`src/rtl/lsu_bus_if.sv`:
```
`default_nettype none
// ============================================================================
//  Module   : lsu_bus_if
//  Purpose  : Groups the EXU request/response handshake and the
//             request/grant memory bus of the load/store unit.
//  Modports : slave  - the LSU view. It receives EXU requests, returns
//                      responses and drives the memory bus.
//             master - the environment view (EXU plus memory).
//  Ports    : in_valid/in_ready/in_we/in_funct3/in_addr/in_wdata
//             out_valid/out_ready/out_rdata/out_err
//             mem_req/mem_gnt/mem_we/mem_addr/mem_wdata/mem_wstrb
//             mem_rvalid/mem_rdata
//  Revision : 1.0 - initial release
// ============================================================================
interface lsu_bus_if #(
    parameter int ADDR_W = 32,
    parameter int DATA_W = 32
) ();
    // EXU request
    logic                  in_valid;
    logic                  in_ready;
    logic                  in_we;
    logic [2:0]            in_funct3;
    logic [ADDR_W-1:0]     in_addr;
    logic [DATA_W-1:0]     in_wdata;
    // EXU response
    logic                  out_valid;
    logic                  out_ready;
    logic [DATA_W-1:0]     out_rdata;
    logic                  out_err;
    // Memory bus
    logic                  mem_req;
    logic                  mem_gnt;
    logic                  mem_we;
    logic [ADDR_W-1:0]     mem_addr;
    logic [DATA_W-1:0]     mem_wdata;
    logic [DATA_W/8-1:0]   mem_wstrb;
    logic                  mem_rvalid;
    logic [DATA_W-1:0]     mem_rdata;

    modport slave (
        input  in_valid, in_we, in_funct3, in_addr, in_wdata,
        input  out_ready,
        input  mem_gnt, mem_rvalid, mem_rdata,
        output in_ready,
        output out_valid, out_rdata, out_err,
        output mem_req, mem_we, mem_addr, mem_wdata, mem_wstrb
    );

    modport master (
        output in_valid, in_we, in_funct3, in_addr, in_wdata,
        output out_ready,
        output mem_gnt, mem_rvalid, mem_rdata,
        input  in_ready,
        input  out_valid, out_rdata, out_err,
        input  mem_req, mem_we, mem_addr, mem_wdata, mem_wstrb
    );
endinterface
`default_nettype wire

```
`src/rtl/lsu_bus_ctrl.sv`:
```
`default_nettype none
// ============================================================================
//  Module   : lsu_bus_ctrl
//  Purpose  : Multi-cycle load/store unit between the EXU and a
//             request/grant memory bus. It accepts one access per
//             valid/ready handshake and issues a lane-aligned bus request
//             with byte strobes. It returns sign/zero-extended load data,
//             or a store completion, with an error flag.
//  Ports    : clk   - clock, rising edge
//             rst_n - asynchronous active-low reset
//             bus   - lsu_bus_if.slave. It carries the EXU in_*/out_*
//                     handshake and the mem_* request/grant bus.
//  Params   : ADDR_W      byte address width
//             DATA_W      bus/register width, 32 or 64
//             TIMEOUT_CYC maximum cycles in REQ+WAIT before abort (>=2)
//  Config   : LSU_MISALIGN_TRAP_EN - when defined, a misaligned half, word
//             or dword access returns an error without a bus access. When
//             it is undefined, the low address bits are truncated to
//             natural alignment.
//  Revision : 1.0 - initial release
// ============================================================================
module lsu_bus_ctrl #(
    parameter int ADDR_W      = 32,
    parameter int DATA_W      = 32,
    parameter int TIMEOUT_CYC = 256
) (
    input  wire logic clk,
    input  wire logic rst_n,
    lsu_bus_if.slave  bus
);

    localparam int c_SW    = DATA_W / 8;
    localparam int c_LB    = $clog2(c_SW);
    localparam int c_CNT_W = $clog2(TIMEOUT_CYC);
    localparam logic [c_CNT_W-1:0] c_CNT_LAST = c_CNT_W'(TIMEOUT_CYC - 1);

    typedef enum logic [1:0] {
        ST_IDLE = 2'd0,
        ST_REQ  = 2'd1,
        ST_WAIT = 2'd2,
        ST_RESP = 2'd3
    } state_t;

    // ------------------------------------------------------------------
    // Access decode helpers
    // ------------------------------------------------------------------
    function automatic logic f_legal(input logic we, input logic [2:0] f3);
        logic l;
        if (we) begin
            l = (f3[2] == 1'b0) && ((f3[1:0] != 2'd3) || (DATA_W == 64));
        end else begin
            case (f3)
                3'd0, 3'd1, 3'd2, 3'd4, 3'd5: l = 1'b1;
                3'd3, 3'd6:                   l = (DATA_W == 64);
                default:                      l = 1'b0;
            endcase
        end
        return l;
    endfunction

    // Clears the offset bits below the access size (natural alignment).
    function automatic logic [c_LB-1:0] f_align_off(input logic [c_LB-1:0] off,
                                                    input logic [1:0]      size);
        logic [c_LB-1:0] m;
        m = '1;
        case (size)
            2'd0:    m = '1;
            2'd1:    m[0] = 1'b0;
            2'd2:    m[1:0] = 2'b00;
            default: m = '0;
        endcase
        return off & m;
    endfunction

    function automatic logic [c_SW-1:0] f_strb(input logic [c_LB-1:0] off,
                                               input logic [1:0]      size);
        logic [c_SW-1:0] base;
        base = '0;
        case (size)
            2'd0:    base[0]   = 1'b1;
            2'd1:    base[1:0] = 2'b11;
            2'd2:    base[3:0] = 4'hF;
            default: base      = '1;
        endcase
        return base << off;
    endfunction

    // Repeats the right-aligned store datum into every lane of its size.
    function automatic logic [DATA_W-1:0] f_repl(input logic [DATA_W-1:0] d,
                                                 input logic [1:0]        size);
        logic [DATA_W-1:0] r;
        r = d;
        for (int i = 0; i < c_SW; i++) begin
            case (size)
                2'd0:    r[i*8 +: 8] = d[7:0];
                2'd1:    r[i*8 +: 8] = d[(i % 2)*8 +: 8];
                2'd2:    r[i*8 +: 8] = d[(i % 4)*8 +: 8];
                default: r[i*8 +: 8] = d[i*8 +: 8];
            endcase
        end
        return r;
    endfunction

    // Right-aligns the addressed lane and extends it.
    // funct3[2] selects zero extension.
    function automatic logic [DATA_W-1:0] f_extend(input logic [DATA_W-1:0] raw,
                                                   input logic [c_LB-1:0]   off,
                                                   input logic [2:0]        f3);
        logic [DATA_W-1:0] s;
        logic [DATA_W-1:0] r;
        logic              ext;
        int                n;
        s = raw >> {off, 3'b000};
        case (f3[1:0])
            2'd0:    begin n = 8;      ext = s[7];        end
            2'd1:    begin n = 16;     ext = s[15];       end
            2'd2:    begin n = 32;     ext = s[31];       end
            default: begin n = DATA_W; ext = s[DATA_W-1]; end
        endcase
        ext = ext & ~f3[2];
        r = s;
        for (int b = 8; b < DATA_W; b++) begin
            if (b >= n) begin
                r[b] = ext;
            end
        end
        return r;
    endfunction

    // ------------------------------------------------------------------
    // Request decode (valid only while IDLE)
    // ------------------------------------------------------------------
    logic [1:0]      w_size;
    logic [c_LB-1:0] w_off_in;
    logic [c_LB-1:0] w_off_al;
    logic            w_legal;
    logic            w_misalign;

    assign w_size   = bus.in_funct3[1:0];
    assign w_off_in = bus.in_addr[c_LB-1:0];
    assign w_off_al = f_align_off(w_off_in, w_size);
    assign w_legal  = f_legal(bus.in_we, bus.in_funct3);

`ifdef LSU_MISALIGN_TRAP_EN
    assign w_misalign = (w_off_al != w_off_in);
`else
    assign w_misalign = 1'b0;
`endif

    // ------------------------------------------------------------------
    // State and registered outputs
    // ------------------------------------------------------------------
    state_t              r_state_q,     w_state_d;
    logic                r_we_q,        w_we_d;
    logic [2:0]          r_funct3_q,    w_funct3_d;
    logic [c_LB-1:0]     r_off_q,       w_off_d;
    logic [c_CNT_W-1:0]  r_cnt_q,       w_cnt_d;
    logic                r_out_valid_q, w_out_valid_d;
    logic [DATA_W-1:0]   r_out_rdata_q, w_out_rdata_d;
    logic                r_out_err_q,   w_out_err_d;
    logic                r_mem_req_q,   w_mem_req_d;
    logic                r_mem_we_q,    w_mem_we_d;
    logic [ADDR_W-1:0]   r_mem_addr_q,  w_mem_addr_d;
    logic [DATA_W-1:0]   r_mem_wdata_q, w_mem_wdata_d;
    logic [c_SW-1:0]     r_mem_wstrb_q, w_mem_wstrb_d;

    logic                w_timeout;
    logic [c_CNT_W-1:0]  w_cnt_inc;

    assign w_timeout = (r_cnt_q == c_CNT_LAST);
    // Saturates so a grant on the last REQ cycle leaves no spare budget in WAIT.
    assign w_cnt_inc = w_timeout ? r_cnt_q : r_cnt_q + 1'b1;

    always_comb begin
        w_state_d     = r_state_q;
        w_we_d        = r_we_q;
        w_funct3_d    = r_funct3_q;
        w_off_d       = r_off_q;
        w_cnt_d       = r_cnt_q;
        w_out_valid_d = r_out_valid_q;
        w_out_rdata_d = r_out_rdata_q;
        w_out_err_d   = r_out_err_q;
        w_mem_req_d   = r_mem_req_q;
        w_mem_we_d    = r_mem_we_q;
        w_mem_addr_d  = r_mem_addr_q;
        w_mem_wdata_d = r_mem_wdata_q;
        w_mem_wstrb_d = r_mem_wstrb_q;

        case (r_state_q)
            ST_IDLE: begin
                if (bus.in_valid) begin
                    w_we_d     = bus.in_we;
                    w_funct3_d = bus.in_funct3;
                    w_off_d    = w_off_al;
                    w_cnt_d    = '0;
                    if (!w_legal || w_misalign) begin
                        // Faulting access: respond at once without touching the bus.
                        w_state_d     = ST_RESP;
                        w_out_valid_d = 1'b1;
                        w_out_err_d   = 1'b1;
                        w_out_rdata_d = '0;
                    end else begin
                        w_state_d     = ST_REQ;
                        w_mem_req_d   = 1'b1;
                        w_mem_we_d    = bus.in_we;
                        w_mem_addr_d  = {bus.in_addr[ADDR_W-1:c_LB], {c_LB{1'b0}}};
                        w_mem_wdata_d = bus.in_we ? f_repl(bus.in_wdata, w_size) : '0;
                        w_mem_wstrb_d = bus.in_we ? f_strb(w_off_al, w_size) : '0;
                    end
                end
            end

            ST_REQ: begin
                if (bus.mem_gnt || w_timeout) begin
                    w_mem_req_d   = 1'b0;
                    w_mem_we_d    = 1'b0;
                    w_mem_addr_d  = '0;
                    w_mem_wdata_d = '0;
                    w_mem_wstrb_d = '0;
                end
                if (bus.mem_gnt) begin
                    // A grant on the timeout cycle still completes normally.
                    if (r_we_q) begin
                        w_state_d     = ST_RESP;
                        w_out_valid_d = 1'b1;
                        w_out_err_d   = 1'b0;
                        w_out_rdata_d = '0;
                    end else begin
                        w_state_d = ST_WAIT;
                        w_cnt_d   = w_cnt_inc;
                    end
                end else if (w_timeout) begin
                    w_state_d     = ST_RESP;
                    w_out_valid_d = 1'b1;
                    w_out_err_d   = 1'b1;
                    w_out_rdata_d = '0;
                end else begin
                    w_cnt_d = w_cnt_inc;
                end
            end

            ST_WAIT: begin
                if (bus.mem_rvalid) begin
                    w_state_d     = ST_RESP;
                    w_out_valid_d = 1'b1;
                    w_out_err_d   = 1'b0;
                    w_out_rdata_d = f_extend(bus.mem_rdata, r_off_q, r_funct3_q);
                end else if (w_timeout) begin
                    w_state_d     = ST_RESP;
                    w_out_valid_d = 1'b1;
                    w_out_err_d   = 1'b1;
                    w_out_rdata_d = '0;
                end else begin
                    w_cnt_d = w_cnt_inc;
                end
            end

            default: begin // ST_RESP
                if (bus.out_ready) begin
                    w_state_d     = ST_IDLE;
                    w_out_valid_d = 1'b0;
                    w_out_err_d   = 1'b0;
                    w_out_rdata_d = '0;
                end
            end
        endcase
    end

    always_ff @(posedge clk or negedge rst_n) begin
        if (!rst_n) begin
            r_state_q     <= ST_IDLE;
            r_we_q        <= 1'b0;
            r_funct3_q    <= 3'd0;
            r_off_q       <= '0;
            r_cnt_q       <= '0;
            r_out_valid_q <= 1'b0;
            r_out_rdata_q <= '0;
            r_out_err_q   <= 1'b0;
            r_mem_req_q   <= 1'b0;
            r_mem_we_q    <= 1'b0;
            r_mem_addr_q  <= '0;
            r_mem_wdata_q <= '0;
            r_mem_wstrb_q <= '0;
        end else begin
            r_state_q     <= w_state_d;
            r_we_q        <= w_we_d;
            r_funct3_q    <= w_funct3_d;
            r_off_q       <= w_off_d;
            r_cnt_q       <= w_cnt_d;
            r_out_valid_q <= w_out_valid_d;
            r_out_rdata_q <= w_out_rdata_d;
            r_out_err_q   <= w_out_err_d;
            r_mem_req_q   <= w_mem_req_d;
            r_mem_we_q    <= w_mem_we_d;
            r_mem_addr_q  <= w_mem_addr_d;
            r_mem_wdata_q <= w_mem_wdata_d;
            r_mem_wstrb_q <= w_mem_wstrb_d;
        end
    end

    // ------------------------------------------------------------------
    // Outputs
    // ------------------------------------------------------------------
    assign bus.in_ready  = (r_state_q == ST_IDLE);
    assign bus.out_valid = r_out_valid_q;
    assign bus.out_rdata = r_out_rdata_q;
    assign bus.out_err   = r_out_err_q;
    assign bus.mem_req   = r_mem_req_q;
    assign bus.mem_we    = r_mem_we_q;
    assign bus.mem_addr  = r_mem_addr_q;
    assign bus.mem_wdata = r_mem_wdata_q;
    assign bus.mem_wstrb = r_mem_wstrb_q;

endmodule
`default_nettype wire
```
`src/flat_wrapper.sv`:
```
// flat-port wrapper written by rule: the top's interface ports become plain ports
module lsu_bus_ctrl_flat 
#(
    parameter int ADDR_W      = 32,
    parameter int DATA_W      = 32,
    parameter int TIMEOUT_CYC = 256
)
  (clk, rst_n, bus_in_valid, bus_in_we, bus_in_funct3, bus_in_addr, bus_in_wdata, bus_out_ready, bus_mem_gnt, bus_mem_rvalid, bus_mem_rdata, bus_in_ready, bus_out_valid, bus_out_rdata, bus_out_err, bus_mem_req, bus_mem_we, bus_mem_addr, bus_mem_wdata, bus_mem_wstrb);
  lsu_bus_if #(.ADDR_W(ADDR_W), .DATA_W(DATA_W)) bus_i ();
  input  wire logic clk;
  input  wire logic rst_n;
  input wire logic [$bits(bus_i.in_valid)-1:0] bus_in_valid;
  input wire logic [$bits(bus_i.in_we)-1:0] bus_in_we;
  input wire logic [$bits(bus_i.in_funct3)-1:0] bus_in_funct3;
  input wire logic [$bits(bus_i.in_addr)-1:0] bus_in_addr;
  input wire logic [$bits(bus_i.in_wdata)-1:0] bus_in_wdata;
  input wire logic [$bits(bus_i.out_ready)-1:0] bus_out_ready;
  input wire logic [$bits(bus_i.mem_gnt)-1:0] bus_mem_gnt;
  input wire logic [$bits(bus_i.mem_rvalid)-1:0] bus_mem_rvalid;
  input wire logic [$bits(bus_i.mem_rdata)-1:0] bus_mem_rdata;
  output wire logic [$bits(bus_i.in_ready)-1:0] bus_in_ready;
  output wire logic [$bits(bus_i.out_valid)-1:0] bus_out_valid;
  output wire logic [$bits(bus_i.out_rdata)-1:0] bus_out_rdata;
  output wire logic [$bits(bus_i.out_err)-1:0] bus_out_err;
  output wire logic [$bits(bus_i.mem_req)-1:0] bus_mem_req;
  output wire logic [$bits(bus_i.mem_we)-1:0] bus_mem_we;
  output wire logic [$bits(bus_i.mem_addr)-1:0] bus_mem_addr;
  output wire logic [$bits(bus_i.mem_wdata)-1:0] bus_mem_wdata;
  output wire logic [$bits(bus_i.mem_wstrb)-1:0] bus_mem_wstrb;
  assign bus_i.in_valid = bus_in_valid;
  assign bus_i.in_we = bus_in_we;
  assign bus_i.in_funct3 = bus_in_funct3;
  assign bus_i.in_addr = bus_in_addr;
  assign bus_i.in_wdata = bus_in_wdata;
  assign bus_i.out_ready = bus_out_ready;
  assign bus_i.mem_gnt = bus_mem_gnt;
  assign bus_i.mem_rvalid = bus_mem_rvalid;
  assign bus_i.mem_rdata = bus_mem_rdata;
  assign bus_in_ready = bus_i.in_ready;
  assign bus_out_valid = bus_i.out_valid;
  assign bus_out_rdata = bus_i.out_rdata;
  assign bus_out_err = bus_i.out_err;
  assign bus_mem_req = bus_i.mem_req;
  assign bus_mem_we = bus_i.mem_we;
  assign bus_mem_addr = bus_i.mem_addr;
  assign bus_mem_wdata = bus_i.mem_wdata;
  assign bus_mem_wstrb = bus_i.mem_wstrb;
  lsu_bus_ctrl #(.ADDR_W(ADDR_W), .DATA_W(DATA_W), .TIMEOUT_CYC(TIMEOUT_CYC)) u_core (.clk(clk), .rst_n(rst_n), .bus(bus_i));
endmodule
```
`config.mk`:
```
export PLATFORM = sky130hd
export DESIGN_NAME = lsu_bus_ctrl_flat
export DESIGN_NICKNAME = d
export VERILOG_FILES = /design/src/rtl/lsu_bus_if.sv /design/src/rtl/lsu_bus_ctrl.sv /design/src/flat_wrapper.sv
export SDC_FILE = /design/constraint.sdc
export NUM_CORES = 1
export LEC_CHECK = 0
export BUFFER_PORTS_ARGS = -buffer_cell sky130_fd_sc_hd__buf_2
export CAP_MARGIN = 5
export CORE_MARGIN = 3
export CORE_UTILIZATION = 25
export CTS_CLUSTER_SIZE = 10
export DETAILED_ROUTE_END_ITERATION = 12
export GPL_TIMING_DRIVEN = 0
export PLACE_DENSITY = 0.51
export SLEW_MARGIN = 20
export SYNTH_ARGS = -nofsm -noshare
export SYNTH_HDL_FRONTEND = slang
export SYNTH_SLANG_ARGS = --single-unit
```
`constraint.sdc`:
```
create_clock -name clk -period 3.27 [get_ports clk]
set_clock_uncertainty 0.05 [all_clocks]
set_input_delay 0.4905 -clock clk [delete_from_list [all_inputs] [get_ports clk]]
set_output_delay 0.4905 -clock clk [all_outputs]
set_load 0.005 [all_outputs]
```
==> impl_metrics.tcl <==
set metrics [dict create \
    status "finished, final reports clean" \
    start_kind "register" \
    synth_compound_area_share_pct 17.5 \
    yosys.cell_types.count 48 \
    first_global_vias 5557 \
    power.density_nw_per_um2 893 \
    regToRegEndpoint "u_core.bus.out_rdata[9]$_DFFE_PN0P_" \
    dpl-instance-area_um2 7360 \
    multi_input_area_um2 2720 \
    synthesis.area_um2 5890 \
    met3_usage_pct 5.12 \
    whs_endpoint "u_core.bus.mem_addr[14]$_DFFE_PN0P_" \
    cellLeakagePower_uw 0.00409 \
    finalInstanceArea_um2 7940 \
    cts_tree "built" \
    clk_pin_slew_ns 0.06 \
    fillers 2393 \
    synth_area_leaders "dfrtp_1 50%, mux2i_1 6.8%, o21ai_0 6.0%" \
    grt_overflow_total 0 \
    worstPathRequired_ns 3.56 \
    io_pins 211 \
    yosys_warnings 0 \
    synthXorXnorAreaFrac_pct 0.893 \
    syn_inst 595 \
    drt-wirelength-per-cell_um 17.6 \
    syn2layout_area_growth_pct 34.9 \
    worstHoldPathCells 3 \
    synth_top_area_cell "dfrtp_1" \
    hold_viol 0 \
    antenna_found_initial 4 \
    dieArea_um2 25400 \
    die_y_um 159 \
    period_needed_ns 2.72 \
    synth_edf_count 0 \
    post_cts_buffers 0 \
    grt_pass1_wl_mm 32.0 \
    reg2reg_from "u_core.r_funct3_q[0]$_DFFE_PN0P_" \
    worst-r2r-setup-slack_ns 0.55 \
    row_count 55 \
    critPathCaptureType "register" \
    cts_root_buffer "clkbuf_16" \
    rr_worst_depth 7 \
    period_share_pct 83.3 \
    synth_top_family_by_area "simple AND/OR/NAND/NOR gates" \
    dr.pass1.iters 4 \
    drv_slew 0 \
    yosysSeqAreaShare_pct 50.2 \
    clock_sink_count 118 \
    drt_wl_total_mm 20.3 \
    cap_viol_max_count 0 \
    met2_usage_pct 26.2 \
    async_reset_ff_share_pct 100 \
    numPortBuffers 208 \
    top_usage_layer "met2" \
    clock_path_buffers 2 \
    synth_commonest_cells "118 x dfrtp_1, 81 x nand2_1, 70 x o21ai_0" \
    synth_fa_ha_area_share_pct 1.49 \
    criticalPathCategory "register to register" \
    setup_viol 0 \
    drive_above_1_share_pct 33.1 \
    irDropWorstVdd_mv 0.314 \
    vias_per_cell 4.68 \
    place_ws_ns 0.455 \
    cts_max_level 4 \
    fmax_mhz 367 \
    min-delay-start "bus_in_addr[14]" \
    grt_util_met1_pct 20.6 \
    die_w_um 159 \
    synth_ff_type "dfrtp_1" \
    crit_fanout 10 \
    max_slew_margin_pct 21.2 \
    cp.arrival_ns 3.02 \
    synthMuxAreaShare_pct 8.33 \
    core_region_area_um2 22900 \
    synthSimpleGateAreaFrac_pct 17.8 \
    drc 0 \
    num_vias 5394 \
    initial_core_util_pct 25.7 \
    clk_latency_ns 0.41 \
    synth_top_area_share_pct 50.2 \
    first_iter_violations 242 \
    grt_max_degree 68 \
    avgSynthCellArea_um2 9.89 \
    detail-route-antenna-nets 0 \
    worst_pin_slew_ns 1.18 \
    hold_path.class "input port to register" \
    numCtsBuffers 17 \
    yosysMostFrequentCell "dfrtp_1" \
    rsz0062_at_grt "false" \
    dp_hpwl_mm 15.1 \
    track_usage_pct 16.0 \
    seqCellArea_um2 2950 \
    ys_seq_elements 118 \
    gp_congestion 0.835 \
    post_cts_resized 0 \
    setup_ws_ns 0.545 \
    final_nets 938 \
    fin_hold_ws_ns 0.283 \
]
[critical path, stage by stage, from the launching register on]
cell and delay, ns:
dfrtp_1 0.42, nor2_1 0.58, inv_1 0.10, ha_1 0.24, nor2_1 0.14, o211ai_1 0.10
a31oi_1 0.79, a22o_1 0.25
[per-stage QoR]
step	util (%)	instances	setup TNS, ns	power (uW)
after global routing	34.7	1152	0	7670
after detailed placement	32.1	1118	0	5350
final	34.7	1152	0	7090
after CTS	34.6	1151	0	7220
after floorplan	-	596	0	4110
after global placement	32.0	1117	-8.27	5310
[how the worst max path moves through the flow]
stage,startpoint,end,cells past startpoint
floorplan,u_core.r_state_q[0]$_DFFE_PN0P_,u_core.bus.out_rdata[25]$_DFFE_PN0P_,9
global placement,rst_n,u_core.bus.mem_wdata[28]$_DFFE_PN0P_,1
detailed placement,u_core.r_state_q[1]$_DFFE_PN0P_,u_core.bus.mem_addr[26]$_DFFE_PN0P_,9
CTS,u_core.r_state_q[1]$_DFFE_PN0P_,u_core.bus.mem_addr[26]$_DFFE_PN0P_,9
global route,u_core.r_funct3_q[0]$_DFFE_PN0P_,u_core.bus.out_rdata[9]$_DFFE_PN0P_,7
finish,u_core.r_funct3_q[0]$_DFFE_PN0P_,u_core.bus.out_rdata[9]$_DFFE_PN0P_,7
[sequential cells by signal, indices dropped and copies added, names as in the netlist, 2 cells and up]
name	cells
u_core.bus.mem_addr	30
u_core.r_funct3_q	3
u_core.r_off_q	2
u_core.r_cnt_q	8
u_core.bus.out_rdata	32
u_core.bus.mem_wdata	32
u_core.bus.mem_wstrb	4
u_core.r_state_q	2
[final cells by class]
cell class / instances / share of cell area (%)
Sequential cell: 118 / 37.2
Multi-Input combinational cell: 431 / 34.2
Clock buffer: 21 / 5.92
Clock inverter: 11 / 1.26
Timing Repair Buffer: 210 / 13.7
Inverter: 7 / 0.331
Antenna cell: 1 / 0.0315
Buffer: 40 / 2.44
Tap cell: 313 / 4.93
[logic make-up after synthesis]
| logic type | count (synthesis) |
|---|---|
| other cells | 1 |
| flops | 118 |
| xor+xnor | 6 |
| simple gates | 209 |
| buf+inv | 47 |
| compound gates | 159 |
| fa+ha+maj | 7 |
| mux | 48 |
[cells in the final DEF (no fill, tap or decap), types with 2 or more instances in the layout]
cell type,count
mux2i_1,40
inv_1,7
xor2_1,5
and3_1,10
clkinv_2,3
clkbuf_1,17
nand3_1,9
and2_1,2
clkbuf_8,3
a22o_1,18
a31oi_1,2
nor4_1,2
and3b_1,3
conb_1,2
o31ai_1,5
nor2_1,39
buf_1,3
buf_2,224
o2bb2ai_1,9
a211o_1,16
nand3b_1,5
nor2b_1,11
a21oi_1,24
clkbuf_16,17
mux2_2,8
dfrtp_1,118
o21ai_0,70
a32o_1,9
nor3_1,3
buf_6,2
nand2_1,81
ha_1,7
nand4_1,2
nand2b_1,32
buf_4,2
nand2_2,2
clkinvlp_4,5
[metal layers]
layer	wire, um	vias up
met5	34	-
met4	314	6
met3	1410	28
met2	9570	183
met1	8930	2619
li1	-	2558
[power by group]
group          leakage [uW]  internal [uW]  total [uW]  switching [uW]
Combinational       0.00225           1260        3030            1770
Sequential          0.00158           1960        2250             288
Clock              0.000267           1100        1810             710
Total               0.00409           4330        7090            2760
[timing repair]
| item | 4_1_cts | 5_1_grt |
|---|---|---|
| setup endpoints to repair | 0 | 0 |
| endpoints found under the hold margin | 51 | 0 |
| hold buffers | 1 | 0 |
Note: power is estimated with default switching activity, not from simulation.
